**config.mk**
```make
export PLATFORM = sky130hd
export DESIGN_NAME = bin2bcd_seq
export DESIGN_NICKNAME = d
export VERILOG_FILES = /design/src/rtl/bin2bcd_seq.sv
export SDC_FILE = /design/constraint.sdc
export NUM_CORES = 1
export LEC_CHECK = 0
export CAP_MARGIN = 10
export CORE_UTILIZATION = 40
export DETAILED_ROUTE_END_ITERATION = 12
export PLACE_DENSITY = 0.66
export SYNTH_ARGS = -nofsm -noshare
export SYNTH_HDL_FRONTEND = slang
export SYNTH_SLANG_ARGS = --single-unit
```
**constraint.sdc**
```tcl
create_clock -name clk -period 4.6 [get_ports clk]
set_input_delay 0.46 -clock clk [delete_from_list [all_inputs] [get_ports clk]]
set_output_delay 0.46 -clock clk [all_outputs]
set_load 0.03 [all_outputs]
```
**src/rtl/bin2bcd_seq.sv**
```systemverilog
// Sequential double-dabble binary-to-BCD converter for the display register.
// Ports: clk, rst (sync, high), start, bin_in -> busy, done, overflow, bcd_out.
module bin2bcd_seq #(
    parameter int BIN_W  = 14,
    parameter int DIGITS = 4
) (
    input  logic                  clk,
    input  logic                  rst,
    input  logic                  start,
    input  logic [BIN_W-1:0]      bin_in,
    output logic                  busy,
    output logic                  done,
    output logic                  overflow,
    output logic [4*DIGITS-1:0]   bcd_out
);

    localparam int BCD_W = 4 * DIGITS;
    localparam int SCR_W = BCD_W + BIN_W;
    localparam int CNT_W = $clog2(BIN_W + 1);

    localparam logic [BIN_W-1:0] MAX_VAL = BIN_W'(10 ** DIGITS - 1);
    localparam logic [CNT_W-1:0] LAST    = CNT_W'(BIN_W - 1);

    typedef enum logic {
        IDLE,
        SHIFT
    } state_t;

    state_t             state;
    logic [SCR_W-1:0]   scratch;
    logic [SCR_W-1:0]   adj;
    logic [SCR_W-1:0]   nxt;
    logic [CNT_W-1:0]   cnt;

    // Digit-local add-3: each nibble wraps on its own, no carry between digits.
    always_comb begin
        adj = scratch;
        for (int i = 0; i < DIGITS; i++) begin
            if (scratch[BIN_W+4*i +: 4] >= 4'd5) begin
                adj[BIN_W+4*i +: 4] = scratch[BIN_W+4*i +: 4] + 4'd3;
            end
        end
        nxt = adj << 1;
    end

    assign busy = (state == SHIFT);

    always_ff @(posedge clk) begin
        if (rst) begin
            state    <= IDLE;
            done     <= 1'b0;
            overflow <= 1'b0;
            bcd_out  <= '0;
            scratch  <= '0;
            cnt      <= '0;
        end else begin
            done <= 1'b0;
            unique case (state)
                IDLE: begin
                    if (start) begin
                        if (bin_in > MAX_VAL) begin
                            // Not representable: flag it and show all ones.
                            bcd_out  <= '1;
                            overflow <= 1'b1;
                            done     <= 1'b1;
                        end else begin
                            scratch  <= {{BCD_W{1'b0}}, bin_in};
                            cnt      <= '0;
                            overflow <= 1'b0;
                            state    <= SHIFT;
                        end
                    end
                end
                SHIFT: begin
                    scratch <= nxt;
                    cnt     <= cnt + CNT_W'(1);
                    if (cnt == LAST) begin
                        bcd_out <= nxt[SCR_W-1 -: BCD_W];
                        done    <= 1'b1;
                        state   <= IDLE;
                    end
                end
                default: state <= IDLE;
            endcase
        end
    end

endmodule

```
==> flow_summary_export.csv, run 1 <==
group,metric,value,unit
run_status,status,"completed",
clock_tree,clkTransAtPathRegs,0.09,ns
critical_path,cpPeakStageDelay,0.55,ns
timing,drv_slew,0,
logic_synthesis,netlist_instances,302,
critical_path,r2r_setup_slack,2.45,ns
logic_synthesis,ys_ff_latch,53,
logic_synthesis,synth_edf_count,0,
finish,utilization,0.493,
routing,drc,0,
clock_tree,ctsResizeCount,0,
critical_path,start_kind,"input pin",
global_route,antenna_found_initial,0,
die,core_area,0.00639,mm2
global_route,grt_use_total,0.153,
placement,dpl.hpwl,3500,um
finish,antenna_cells,0,
critical_path,crit_family,"compound AO/OA/AOI/OAI gates",
power,powerDensity,320,mW/mm2
finish,multi_input_area,0.00133,mm2
die,fp-row-count,29,
job,maxCapViolations,0,
logic_synthesis,async_reset_ff_frac,0,
timing,post-route-period-util,0.491,
timing,finClkSkew,0.00614,ns
logic_synthesis,synth_ff_type,"dfxtp_1",
timing,worstMarginPinSlew,0.885,ns
clock_tree,clock_latency,0.30,ns
routing,routed_wl,5080,um
clock_tree,ctsHoldBuffers,0,
power,swShare,0.262,
hold_path,worstHoldPathType,"reg -> reg",
global_route,grt.overflow.total,0,
power,peakVddDrop,148,uV
die,io_pins,36,
logic_synthesis,synth_cell_types,43,
routing,wl_per_cell,12.4,um
timing,finalSetupTns,0,ns
critical_path,cp_num_buf_inv,1,
critical_path,crit_cells,5,
clock_tree,htreeDepth,2,
global_route,grt_pass1_wl,8870,um
placement,portBuffers,35,
clock_tree,cts.sinks,53,
power,p_clk_frac,0.322,
routing,dr.pass1.iters,4,
clock_tree,cts_tree,"yes",
logic_synthesis,syn_nets,329,
power,switchingPower,264,uW
power,p_comb_frac,0.175,
logic_synthesis,synthesis.area,0.00266,mm2
finish,finalNetCount,357,
timing,hold_viol,0,
power,power.leakage,1.05,nW
hold_path,holdPathStages,2,
clock_tree,cts_root_buf,"clkbuf_8",
timing,slew_headroom,0.410,
critical_path,r2r.worst_path.cells,5,
critical_path,cp-end-kind,"flop",
finish,drive_above_1_share,0.109,
critical_path,crit_required,4.81,ns
finish,regArea,0.00106,mm2
global_route,first_global_vias,1999,
routing,ant_nets,0,
die,dieArea,0.00698,mm2
placement,gp_congestion,0.777,
critical_path,worstPathCellList,"clkdlybuf4s50_1 > nand4_2 > o211ai_2 > nand2b_1 > a211oi_1",
routing,drt_iter0_drc,109,
clock_tree,cts_max_path_buffers,2,
die,fp.dieW,83.6,um
finish,nFillCells,630,
clock_tree,cts_buffers,5,
power,p_int,744,uW
critical_path,worstSetupPathType,"in -> reg",
die,die_y,83.6,um
clock_tree,cts_setup_buffers,0,
logic_synthesis,syn_area_per_cell,8.81,um2
routing,via_count,2184,
global_route,grt_max_degree,38,
routing,vias_per_cell,5.35,
timing,fmax,443,MHz
timing,setup_viol,0,
critical_path,critPathMaxFanout,18,
finish,area_growth,18.4,%
timing,rsz0062_at_grt,"no",
power,pwr-share-seq,0.503,
logic_synthesis,yosys_warnings,0,
logic_synthesis,yosysSeqAreaShare,0.399,
timing,min_period,2.26,ns
die,initial_core_util,0.417,
critical_path,arrival,2.47,ns
critical_path,critical_path.slowest_cell,"nand2b_1",
[worst reg2reg max path, stage by stage (launching register included)]
cell and delay, ns:
dfxtp_1 0.38, inv_1 0.06, ha_1 0.17, and4_1 0.43, a21oi_2 0.76, a221oi_1 0.21
[power by group through the flow]
| stage | Sequential [mW] | Clock, mW | Combinational (mW) |
|---|---|---|---|
| finish | 0.507 | 0.324 | 0.177 |
| global route | 0.511 | 0.351 | 0.195 |
| global placement | 0.517 | 0 | 0.176 |
| CTS | 0.507 | 0.336 | 0.179 |
| floorplan | 0.539 | 0 | 0.100 |
| detailed placement | 0.517 | 0 | 0.178 |
[placed cells by master, fill, tap and decap left out, drive strengths merged, types with 3 or more instances in the layout]
master / Yosys / routed
dfxtp: 53 / 53
inv: 46 / 46
clkdlybuf4s50: 0 / 35
a21oi: 33 / 33
a221oi: 17 / 17
o21ai: 17 / 17
nor2: 16 / 16
nand2b: 15 / 15
nand2: 12 / 12
ha: 10 / 10
o221a: 9 / 9
o211ai: 8 / 8
clkbuf: 11 / 7
nor3b: 5 / 5
nor3: 4 / 4
nor2b: 4 / 4
nand3: 4 / 4
a211oi: 4 / 4
o21a: 4 / 4
mux2i: 3 / 3
o21ba: 3 / 3
o2111ai: 3 / 3
o31a: 3 / 3
buf: 6 / 3
[stage by stage]
step / hold WS [ns] / std cells / setup slack [ns] / power, mW / instance area [um2]
2_1_floorplan: 0.440 / 302 / 3.04 / 0.639 / 2660
6_report: 0.471 / 408 / 2.34 / 1.01 / 3150
3_3_place_gp: 0.449 / 400 / 2.05 / 0.693 / 3030
3_5_place_dp: 0.453 / 400 / 2.02 / 0.696 / 3030
5_1_grt: 0.486 / 408 / 2.17 / 1.06 / 3150
4_1_cts: 0.477 / 408 / 2.30 / 1.02 / 3150
[Yosys cell counts (2+ instances only)]
library cell  number  share of area
o21ai_0           15          0.028
buf_4              2         0.0056
nand2b_1          15          0.035
o21ba_2            3          0.011
o21ai_1            2         0.0038
a221oi_1          17          0.056
mux2i_1            3          0.011
a21oi_2            9          0.030
buf_6              3          0.013
nand3_1            4         0.0075
o31a_1             3         0.0099
inv_1             46          0.065
a211oi_1           4          0.011
nor3_1             4         0.0075
o2111ai_1          3         0.0099
ha_1              10          0.047
a21oi_1           24          0.045
nor3b_1            4          0.011
o221a_1            3          0.013
dfxtp_1           53           0.40
o21a_1             4          0.011
nor2_1            16          0.023
nor2b_1            4         0.0094
clkbuf_1          10          0.014
o221a_2            6          0.025
o211ai_1           6          0.017
nand2_1           12          0.017
o211ai_2           2         0.0094
[sequential cells by signal, indices dropped and copies added, names as in the netlist]
signal and cells:
scratch 30, bcd_out 16, cnt 4, busy 1
done 1, overflow 1
[final cells by class]
| type | instances | area share |
|---|---|---|
| clock buffers | 7 | 0.0274 |
| multi-input cells | 186 | 0.422 |
| repair buffers | 38 | 0.118 |
| clock inverters | 1 | 0.00954 |
| flip-flops and latches | 53 | 0.337 |
| well taps | 77 | 0.0306 |
| inverters | 46 | 0.0548 |
[layer usage]
layer | track usage | vias to the layer above | routed length (um)
li1 | - | 1121 | -
met1 | 0.199 | 1018 | 2520
met2 | 0.258 | 38 | 2370
met3 | 0.0237 | 7 | 137
met4 | 0.0508 | 0 | 51
met5 | 0 | - | 0
[cell families after synthesis]
logic type / after synthesis / synth area share
compound gates: 104 / 0.291
fa+ha+maj: 10 / 0.0470
simple gates: 66 / 0.140
buf+inv: 63 / 0.101
flops: 53 / 0.399
xor+xnor: 2 / 0.00659
mux: 4 / 0.0155
[path summary, 6_finish.rpt]
path,startpoint,to
worst max-delay path,bin_in[13],scratch[21]
worst min-delay path,bcd_out[6],bcd_out[6]
worst max register to register,cnt[1],bcd_out[14]
worst min register to register,bcd_out[6],bcd_out[6]
No activity file was read; power rests on OpenSTA's default activity.
==> inputs of run 2 (changes only) <==
==> constraint.sdc (replaced) <==
create_clock -name clk -period 2.2 [get_ports clk]
set_input_delay 0.22 -clock clk [delete_from_list [all_inputs] [get_ports clk]]
set_output_delay 0.22 -clock clk [all_outputs]
set_load 0.03 [all_outputs]
==> flow_summary_export.csv, run 2 (synthesis results as in run 1) <==
group,metric,value,unit
timing,fmax,591,MHz
global_route,grt_use_total,0.166,
critical_path,crit_end,"bcd_out[9]",
die,fp.dieW,83.6,um
clock_tree,clkTransAtPathRegs,0.10,ns
clock_tree,cts_setup_buffers,0,
clock_tree,ctsResizeCount,0,
critical_path,critical_path.slowest_cell,"dfxtp_1",
finish,final_common_cell,"dfxtp_1",
run_status,status,"completed",
clock_tree,ctsHoldBuffers,0,
die,core_area,0.00639,mm2
placement,dpl.hpwl,3660,um
routing,routed_wl,5390,um
timing,finalSetupTns,0,ns
critical_path,crit_required,2.42,ns
die,io_pins,36,
finish,top_regs,"scratch: 30 flops, bcd_out: 16 flops, cnt: 4 flops",
global_route,grt.overflow.total,0,
critical_path,r2r_setup_slack,0.51,ns
timing,setup_viol,0,
die,initial_core_util,0.417,
timing,min_period,1.69,ns
timing,layout_setup_ws,0.507,ns
clock_tree,cts.sinks,53,
power,power.leakage,1.07,nW
finish,regArea,0.00106,mm2
power,powerDensity,626,mW/mm2
timing,finClkSkew,0.00843,ns
timing,slew_headroom,0.721,
die,fp-row-count,29,
global_route,met2_usage,0.261,
routing,via_count,2200,
clock_tree,htreeDepth,2,
critical_path,worstPathCellList,"inv_1 > ha_1 > nor2b_1 > o21ai_0 > o211ai_1 > a221oi_1",
global_route,first_global_vias,2084,
placement,portBuffers,35,
timing,post-route-period-util,0.769,
finish,area_growth,19.0,%
finish,largest_reg_flops,30,
clock_tree,clock_latency,0.31,ns
global_route,use_met3,0.0425,
timing,fin_hold_ws,0.470,ns
critical_path,cp-end-kind,"flop",
global_route,antenna_found_initial,0,
routing,drt_iter0_drc,79,
finish,multi_input_area,0.00133,mm2
routing,dr.pass1.iters,4,
critical_path,critPathMaxFanout,7,
power,peakVddDrop,313,uV
routing,drc,0,
finish,finalNetCount,364,
critical_path,arrival,1.91,ns
critical_path,r2r.worst_path.cells,6,
finish,antenna_cells,0,
global_route,grtUsageMet1,0.224,
global_route,grt_max_degree,37,
finish,nFillCells,605,
critical_path,r2r_start,"scratch[22]",
timing,hold_viol,0,
routing,wl_per_cell,13.0,um
finish,drive_above_1_share,0.130,
clock_tree,cts_tree,"yes",
finish,final_cell_area,0.00317,mm2
timing,rsz0062_at_grt,"no",
timing,worstMarginPinSlew,0.418,ns
clock_tree,cts_buffers,5,
global_route,grt_pass1_wl,9550,um
critical_path,crit_start,"scratch[22]",
routing,ant_nets,0,
critical_path,worstSetupPathType,"reg -> reg",
placement,place_area,0.00308,mm2
critical_path,reg2reg_to,"bcd_out[9]",
finish,final_cell_mix,"53 x dfxtp_1, 46 x inv_1, 34 x clkdlybuf4s50_1",
die,dieArea,0.00698,mm2
clock_tree,cts_root_buf,"clkbuf_8",
die,die_y,83.6,um
hold_path,worstHoldPathType,"reg -> reg",
critical_path,cpPeakStageDelay,0.46,ns
clock_tree,cts_max_path_buffers,2,
placement,gp_congestion,0.784,
placement,place_ws,0.324,ns
global_route,grt.busiest_layer,"met2",
job,maxCapViolations,0,
timing,drv_slew,0,
routing,vias_per_cell,5.30,
finish,regMostFlops,"scratch",
critical_path,start_kind,"flop",
==> run 2: worst min-delay path by stage <==
stage | startpoint | to | slack (ns) | cells after the start
after detailed placement | scratch[8] | scratch[8] | 0.46 | 1
after floorplan | bin_in[11] | scratch[11] | 0.39 | 1
after CTS | bcd_out[8] | bcd_out[8] | 0.47 | 2
after global placement | scratch[10] | scratch[10] | 0.45 | 1
final | bcd_out[8] | bcd_out[8] | 0.47 | 2
after global routing | bcd_out[10] | bcd_out[10] | 0.49 | 2
==> run 2: metrics by stage <==
| stage | std cells | total power [mW] | utilization |
|---|---|---|---|
| 2_1_floorplan | 302 | 1.34 | - |
| 6_report | 415 | 1.98 | 0.496 |
| 4_1_cts | 415 | 2.01 | 0.496 |
| 3_3_place_gp | 407 | 1.46 | 0.483 |
| 3_5_place_dp | 407 | 1.47 | 0.483 |
| 5_1_grt | 415 | 2.09 | 0.496 |
==> run 2: final cells by class <==
cell class                      count  area share
Multi-Input combinational cell    186       0.420
Clock inverter                      2     0.00316
Inverter                           46      0.0545
Tap cell                           77      0.0304
Sequential cell                    53       0.335
Timing Repair Buffer               45       0.134
Clock buffer                        6      0.0229
==> run 2: critical path, delay by kind of cell, from the launching register on <==
family	cells	cell delay, ns
buffers and inverters	1	0.07
DFF	1	0.46
adders and majority gates	1	0.26
AOI/OAI and AO/OA	3	0.60
and+or+nand+nor	1	0.21
==> run 2: routing by layer <==
layer,vias up,wire (um)
met5,-,0
met4,0,74
li1,1135,-
met3,9,183
met2,42,2330
met1,1014,2800
==> run 2: report_power, final <==
part | internal, mW | switching [mW] | leakage (nW)
combinational | 0.174 | 0.208 | 0.591
clock | 0.221 | 0.313 | 0.0450
sequential | 1.02 | 0.0443 | 0.434
==> inputs of run 3 (changes only) <==
--- a/config.mk
+++ b/config.mk
@@ -8,7 +8,7 @@
 export CAP_MARGIN = 10
 export CORE_UTILIZATION = 40
 export DETAILED_ROUTE_END_ITERATION = 12
-export PLACE_DENSITY = 0.66
+export PLACE_DENSITY = 0.69
 export SYNTH_ARGS = -nofsm -noshare
 export SYNTH_HDL_FRONTEND = slang
 export SYNTH_SLANG_ARGS = --single-unit
==> constraint.sdc (replaced) <==
create_clock -name clk -period 1.5 [get_ports clk]
set_input_delay 0.15 -clock clk [delete_from_list [all_inputs] [get_ports clk]]
set_output_delay 0.15 -clock clk [all_outputs]
set_load 0.03 [all_outputs]
==> flow_summary_export.csv, run 3 (synthesis results as in run 1) <==
group,metric,value,unit
global_route,grt.overflow.total,0,
timing,rsz0062_at_grt,"yes",
critical_path,worstPathCellList,"inv_2 > ha_1 > nand2b_4 > a21oi_4 > mux2_2 > a21oi_2",
die,fp.dieW,83.6,um
die,initial_core_util,0.417,
routing,drc,0,
hold_path,hold_start,"bin_in[5]",
global_route,grt_max_degree,22,
clock_tree,cts_root_buf,"clkbuf_8",
timing,drv_slew,0,
die,io_pins,36,
finish,antenna_cells,0,
clock_tree,clock_latency,0.30,ns
timing,post-route-period-util,0.958,
timing,min_period,1.44,ns
hold_path,holdPathStages,2,
finish,utilization,0.558,
finish,largest_reg_flops,30,
placement,gp_congestion,0.829,
critical_path,worstSetupPathType,"reg -> reg",
run_status,status,"completed",
finish,top_regs,"scratch: 30 flops, bcd_out: 16 flops, cnt: 4 flops",
critical_path,r2r.worst_path.cells,6,
routing,vias_per_cell,5.23,
placement,dpl.hpwl,3990,um
critical_path,crit_required,1.74,ns
timing,slew_headroom,0.738,
placement,portBuffers,35,
power,p_clk_frac,0.264,
power,switchingPower,872,uW
critical_path,cp_num_buf_inv,1,
routing,drt_iter0_drc,148,
global_route,grt_pass1_wl,9800,um
power,peakVddDrop,521,uV
routing,routed_wl,5680,um
clock_tree,cts.sinks,53,
finish,nFillCells,567,
timing,worstMarginPinSlew,0.390,ns
hold_path,worstHoldPathType,"in -> reg",
critical_path,crit_cells,6,
clock_tree,cts_buffers,5,
power,power.leakage,1.51,nW
global_route,antenna_found_initial,0,
timing,hold_viol,0,
job,maxCapViolations,0,
finish,drive_above_1_share,0.253,
clock_tree,clkTransAtPathRegs,0.10,ns
die,dieArea,0.00698,mm2
routing,wl_per_cell,12.9,um
critical_path,critical_path.slowest_cell,"mux2_2",
timing,finalSetupTns,0,ns
critical_path,cp-end-kind,"flop",
clock_tree,cts_tree,"yes",
power,swShare,0.289,
global_route,first_global_vias,2092,
power,p_comb_frac,0.221,
finish,regMostFlops,"scratch",
critical_path,r2r_start,"scratch[27]",
power,power,3.02,mW
power,powerDensity,847,mW/mm2
routing,via_count,2306,
routing,ant_nets,0,
timing,fin_hold_ws,0.212,ns
critical_path,critPathMaxFanout,5,
routing,dr.pass1.iters,4,
critical_path,cpPeakStageDelay,0.36,ns
finish,final_common_cell,"dfxtp_1",
die,core_area,0.00639,mm2
clock_tree,cts_max_path_buffers,2,
timing,fmax,696,MHz
timing,finClkSkew,0.00382,ns
clock_tree,cts_setup_buffers,0,
finish,area_growth,33.9,%
critical_path,crit_start,"scratch[27]",
clock_tree,htreeDepth,2,
critical_path,arrival,1.68,ns
critical_path,crit_family,"multiplexers",
finish,final_cell_mix,"47 x dfxtp_1, 44 x inv_1, 33 x buf_4",
critical_path,start_kind,"flop",
power,pwr-share-seq,0.515,
timing,setup_viol,0,
power,p_int,2.14,mW
die,die_y,83.6,um
finish,finalNetCount,390,
die,fp-row-count,29,
global_route,grt_use_total,0.170,
-- run 3: cell count changes in the layout (fill, tap and decap cells not counted), moves of 4 or more --
cell             previous run  this run
dlymetal6s2s_1              0        16
buf_12                      0         4
o21ai_0                    15         8
dfxtp_1                    53        47
clkdlybuf4s50_1            34        14
o21ai_2                     0         4
dfxtp_2                     0         4
dlygate4sd2_1               0         4
buf_4                      11        33
-- run 3: path summary, 6_finish.rpt --
check | endpoint | slack (ns)
setup / recovery | scratch[28] | 0.06
hold / removal | scratch[5] | 0.21
setup reg to reg | scratch[28] | 0.06
hold reg to reg | bcd_out[6] | 0.47
-- run 3: routing by layer --
| layer | track usage | up-vias | share of wire |
|---|---|---|---|
| met3 | 0.0386 | 2 | 0.036 |
| li1 | - | 1192 | - |
| met5 | 0 | - | 0 |
| met1 | 0.239 | 1072 | 0.50 |
| met4 | 0.0462 | 0 | 0.0042 |
| met2 | 0.262 | 40 | 0.46 |
-- run 3: final cells by class --
type                            count  area (um2)  share of cell area
Clock buffer                        5        68.8              0.0193
Clock inverter                      3        17.5             0.00492
Tap cell                           77        96.3              0.0271
Inverter                           46         173              0.0485
Sequential cell                    53        1070               0.301
Multi-Input combinational cell    186        1430               0.401
Timing Repair Buffer               71         703               0.197
-- run 3: worst reg2reg max path, delay by kind of cell, from the launching register on --
kind                     cells  cell delay, ns
multiplexers                 1            0.36
AND/OR/NAND/NOR              1            0.14
flip-flops                   1            0.34
AO/OA/AOI/OAI                2            0.29
buffers and inverters        1            0.06
adder cells (fa/ha/maj)      1            0.18
-- run 3: timing repair --
action,CTS,global route
pin swaps,1,3
hold buffers,0,0
gates resized for setup,17,38
hold endpoints to repair,0,0
setup endpoints to repair,14,40
-- run 3: power by group through the flow --
stage                     clock network [mW]  logic, mW  registers (mW)
final                                  0.796      0.667            1.55
after global routing                   0.905      0.726            1.57
after CTS                              0.833      0.647            1.56
after detailed placement                   0      0.644            1.59
after global placement                     0      0.634            1.59
after floorplan                            0      0.310            1.65
-- run 3: stage by stage --
stage | std cells | instance area [um2] | worst slack, ns
floorplan | 302 | 2670 | 0.0324
global placement | 433 | 3340 | -0.217
detailed placement | 433 | 3340 | -0.273
CTS | 441 | 3440 | -0.00747
global route | 441 | 3560 | -0.0267
finish | 441 | 3560 | 0.0623
